## src/rtl/handshake_recv_buffer.sv

```systemverilog
// Two-slot elastic receive buffer with registered valid/ready outputs on both channel ends.
// Optional constant-match monitor enabled by defining HANDSHAKE_RECV_BUFFER_CONST_MATCH_EN.
module handshake_recv_buffer #(
  parameter int unsigned            DATA_WIDTH  = 32,
  parameter logic [DATA_WIDTH-1:0]  CONST_VALUE = '0
) (
  input  logic                  clk,
  input  logic                  rst,
  input  logic [DATA_WIDTH-1:0] ins,
  input  logic                  ins_valid,
  output logic                  ins_ready,
  output logic [DATA_WIDTH-1:0] outs,
  output logic                  outs_valid,
`ifdef HANDSHAKE_RECV_BUFFER_CONST_MATCH_EN
  output logic                  mismatch,
  output logic [15:0]           match_count,
`endif
  input  logic                  outs_ready
);

  logic [1:0]            count_q, count_d;
  logic [DATA_WIDTH-1:0] slot0_q, slot0_d;
  logic [DATA_WIDTH-1:0] slot1_q, slot1_d;
  logic                  push, pop;

  // Ready and valid come straight from the occupancy register.
  assign ins_ready  = (count_q != 2'd2);
  assign outs_valid = (count_q != 2'd0);
  assign outs       = slot0_q;

  assign push = ins_valid && ins_ready;
  assign pop  = outs_valid && outs_ready;

  always_comb begin
    count_d = count_q;
    slot0_d = slot0_q;
    slot1_d = slot1_q;
    case (count_q)
      2'd0: begin
        if (push) begin
          slot0_d = ins;
          count_d = 2'd1;
        end
      end
      2'd1: begin
        if (push && pop) begin
          slot0_d = ins;
        end else if (push) begin
          slot1_d = ins;
          count_d = 2'd2;
        end else if (pop) begin
          count_d = 2'd0;
        end
      end
      2'd2: begin
        if (pop) begin
          slot0_d = slot1_q;
          count_d = 2'd1;
        end
      end
      default: count_d = 2'd0;
    endcase
  end

  always_ff @(posedge clk) begin
    if (rst) begin
      count_q <= 2'd0;
      slot0_q <= '0;
    end else begin
      count_q <= count_d;
      slot0_q <= slot0_d;
    end
  end

  // The tail slot is only read when occupied, so it needs no reset.
  always_ff @(posedge clk) begin
    slot1_q <= slot1_d;
  end

`ifdef HANDSHAKE_RECV_BUFFER_CONST_MATCH_EN
  logic        mismatch_q, mismatch_d;
  logic [15:0] match_count_q, match_count_d;

  always_comb begin
    mismatch_d    = mismatch_q;
    match_count_d = match_count_q;
    if (push) begin
      if (ins == CONST_VALUE) begin
        if (match_count_q != 16'hFFFF) begin
          match_count_d = match_count_q + 16'd1;
        end
      end else begin
        mismatch_d = 1'b1;
      end
    end
  end

  always_ff @(posedge clk) begin
    if (rst) begin
      mismatch_q    <= 1'b0;
      match_count_q <= 16'd0;
    end else begin
      mismatch_q    <= mismatch_d;
      match_count_q <= match_count_d;
    end
  end

  assign mismatch    = mismatch_q;
  assign match_count = match_count_q;
`endif

endmodule

```

## config.mk

```make
export PLATFORM = sky130hd
export DESIGN_NAME = handshake_recv_buffer
export DESIGN_NICKNAME = d
export VERILOG_FILES = /design/src/rtl/handshake_recv_buffer.sv
export SDC_FILE = /design/constraint.sdc
export NUM_CORES = 1
export LEC_CHECK = 0
export ABC_AREA = 1
export CORE_ASPECT_RATIO = 1.4
export CORE_MARGIN = 10
export CORE_UTILIZATION = 50
export DETAILED_ROUTE_END_ITERATION = 6
export GPL_TIMING_DRIVEN = 0
export PLACE_DENSITY = 0.89
export SLEW_MARGIN = 10
export SYNTH_ARGS = -nofsm -noshare
export SYNTH_HDL_FRONTEND = slang
export SYNTH_SLANG_ARGS = --single-unit
```

## constraint.sdc

```tcl
create_clock -name clk -period 2.8 [get_ports clk]
set_input_delay 0.42 -clock clk [delete_from_list [all_inputs] [get_ports clk]]
set_output_delay 0.42 -clock clk [all_outputs]
set_load 0.005 [all_outputs]
```

==> impl_metrics.csv <==
group,metric,value,unit
pwr,powerDensity,566.9,mW/mm^2
synth,synth.largest_area_cell,"edfxtp_1",
timing,finalCriticalPeriod,2.209,ns
grt,grt_pass1_vias,2796,
die,ios,70,
timing,slew_headroom,41.50,%
timing,drv_slew,0,
worst_setup_path,startpoint_type,"flip-flop",
synth,ys_seq_area_share,52.10,%
synth,avgSynthCellArea,8.515,sq um
synth,ys_ff_latch,66,
finish,antenna_cells,0,
place,hpwl,5727,um
grt,grt_use_total,16.56,%
synth,yosysWarnings,0,
pwr,ir_worst_vdd,0.3854,mV
synth,async_flop_share,0,%
die,start_util,51.08,%
pwr,clkPwrFrac,29.7,%
synth,netlist_instances,370,
finish,layout.cells.non_filler,527,
die,die_x,87.09,um
timing,skew,0.006985,ns
place,port_buffers,69,
worst_setup_path,cp_data_required_time,2.38,ns
die,dieArea,0.009921,sq mm
drt,drcViolationCount,0,
timing,rsz0062_at_grt,"false",
drt,drt_iter0_markers,183,
clock_tree,hold_buffers,0,
finish,nets,486,
grt,antenna_found_initial,0,
clock_tree,htree_num_levels,3,
synth,yosysMostFrequentCell,"nand2_1",
worst_setup_path,path_cells,"inv_2 > nand2_2 > buf_4 > clkdlybuf4s50_1",
synth,synth_area_leaders,"edfxtp_1 (31%), dfxtp_1 (22%), nand2_1 (12%)",
clock_tree,clk_latency,0.34,ns
die,num_rows,34,
worst_setup_path,cp_max_fo,10,
worst_setup_path,cp_slowest_cell,"clkdlybuf4s50_1",
synth,ys_types,22,
grt,grt_max_degree,33,
worst_setup_path,cp-end-kind,"primary output",
clock_tree,cts.clk_slew.worst_paths,0.07,ns
synth,synth_edf_count,32,
clock_tree,cts_sinks,66,
worst_hold_path,hold_class,"reg -> reg",
synth,syn_area,0.003151,sq mm
status,status,"finished clean",
clock_tree,cts-buffers-inserted,9,
worst_setup_path,crit_path_max_incr_delay,0.52,ns
pwr,p_switching,0.0006470,W
timing,post-route-period-util,78.90,%
worst_setup_path,crit_arrival,1.79,ns
pwr,p_int,0.001682,W
timing,hold_viol,0,
pwr,switching_share,27.78,%
clock_tree,cts_root_buf,"clkbuf_8",
drt,vias,2689,
drt,wl_per_cell,14.92,um
clock_tree,clock_path_buffers,2,
timing,hold_slack,0.4806,ns
flow_run,drv_cap,0,
drt,ant_nets,0,
timing,maxClockFrequency,0.4527,GHz
synth,synth_top_area_share,30.50,%
drt,vias_per_cell,5.102,
drt,drt_pre_antenna_iters,4,
grt,grt_pass1_wl,13170,um
grt,overflow,0,
clock_tree,cts-resized-gates,0,
die,die-height,113.9,um
synth,yosys-top-cells-count,"nand2_1 (99), nand3_1 (49), dfxtp_1 (34), edfxtp_1 (32), inv_1 (32)",
place,place_congestion,0.8059,
pwr,p_comb_share,22.0,%
pwr,p_leak,1.842,nW
finish,drive_gt1_share,17.80,%
worst_setup_path,crit_buf_inv,3,
synth,syn_nets,406,
pwr,power_frac_seq,48.2,%
clock_tree,post_cts.repair.setup_buffers,0,
synth,synth-main-ff-cell,"dfxtp_1",
worst_setup_path,critPathKind,"reg -> out",
finish,area_delta_synth_final,30.42,%
timing,setup_viol,0,
timing,tns,0,ns
timing,worst_pin_slew,0.8754,ns
place,dp_cells,511,
die,core_area,0.006168,sq mm
drt,drt_wl_total,7864,um
clock_tree,cts_tree,"done",
worst_setup_path,cp_top_family,"buffers and inverters",
-- kinds of logic (layout without fill, tap and decap cells) --
kind of cell,count (synthesis),after routing,share of synthesized area [%]
and+or+nand+nor,204,204,30.46
DFF,66,66,52.10
buffers and inverters,66,151,10.88
AOI/OAI and AO/OA,34,34,6.553
-- power groups by stage --
stage               clock (W)  sequential, W  combinational [W]
global route         0.000749        0.00113           0.000573
global placement            0        0.00114           0.000501
finish               0.000692        0.00112           0.000514
detailed placement          0        0.00114           0.000516
CTS                  0.000710        0.00112           0.000520
floorplan                   0        0.00114           0.000277
-- per-layer routing --
metal  part of all wire (%)  vias up  global-route usage, %
li1                       -     1357                      -
met1                     37     1245                  17.20
met2                     56       72                  30.62
met3                    5.4       15                  4.422
met4                    1.8        0                  5.634
met5                      0        -                      0
-- flip-flops by register name (all words and copies together) (netlist names) --
register / cells
outs: 32
slot1_q: 32
count_q: 2
-- through the flow --
stage	util, %	power [W]	setup slack (ns)	cell area, sq um
after floorplan	-	0.001421	0.4675	3151
after detailed placement	63.85	0.001660	0.5821	3939
final	66.61	0.002329	0.5909	4109
after global routing	66.61	0.002452	0.5190	4109
after global placement	63.73	0.001641	-0.5206	3931
after CTS	66.61	0.002353	0.6131	4109
-- placed cells by master, fill, tap and decap left out, types with 10 or more instances in the layout --
| cell type | synthesis | layout |
|---|---|---|
| clkbuf_8 | 0 | 10 |
| nand2_1 | 99 | 99 |
| dfxtp_1 | 34 | 34 |
| edfxtp_1 | 32 | 32 |
| clkdlybuf4s50_1 | 0 | 69 |
| nand3_2 | 17 | 17 |
| inv_1 | 32 | 32 |
| nand3_1 | 49 | 49 |
| nor2_1 | 28 | 27 |
| a21oi_1 | 23 | 23 |
-- final cells by class --
| cell class | instances | area [sq um] |
|---|---|---|
| Fill cell | 494 | 2059 |
| Sequential cell | 66 | 1642 |
| Multi-Input combinational cell | 238 | 1174 |
| Timing Repair Buffer | 69 | 690.7 |
| Buffer | 26 | 190.2 |
| Inverter | 40 | 152.6 |
| Clock buffer | 10 | 137.6 |
| Tap cell | 72 | 90.09 |
| Clock inverter | 6 | 32.53 |
-- final timing paths --
| kind | from | to | slack, ns | cells past startpoint |
|---|---|---|---|---|
| worst min register to register | outs[22] | outs[22] | 0.48 | 2 |
| worst min-delay path | outs[22] | outs[22] | 0.48 | 2 |
| worst max register to register | count_q[0] | slot1_q[13] | 1.08 | 2 |
| worst max-delay path | count_q[0] | ins_ready | 0.59 | 4 |
-- worst reg2reg max path, cell delays in order, from the launching register on --
cell and delay (ns):
dfxtp_1 0.45, nand3_1 0.19, nor2_4 0.70
No activity file was read; power rests on OpenSTA's default activity.
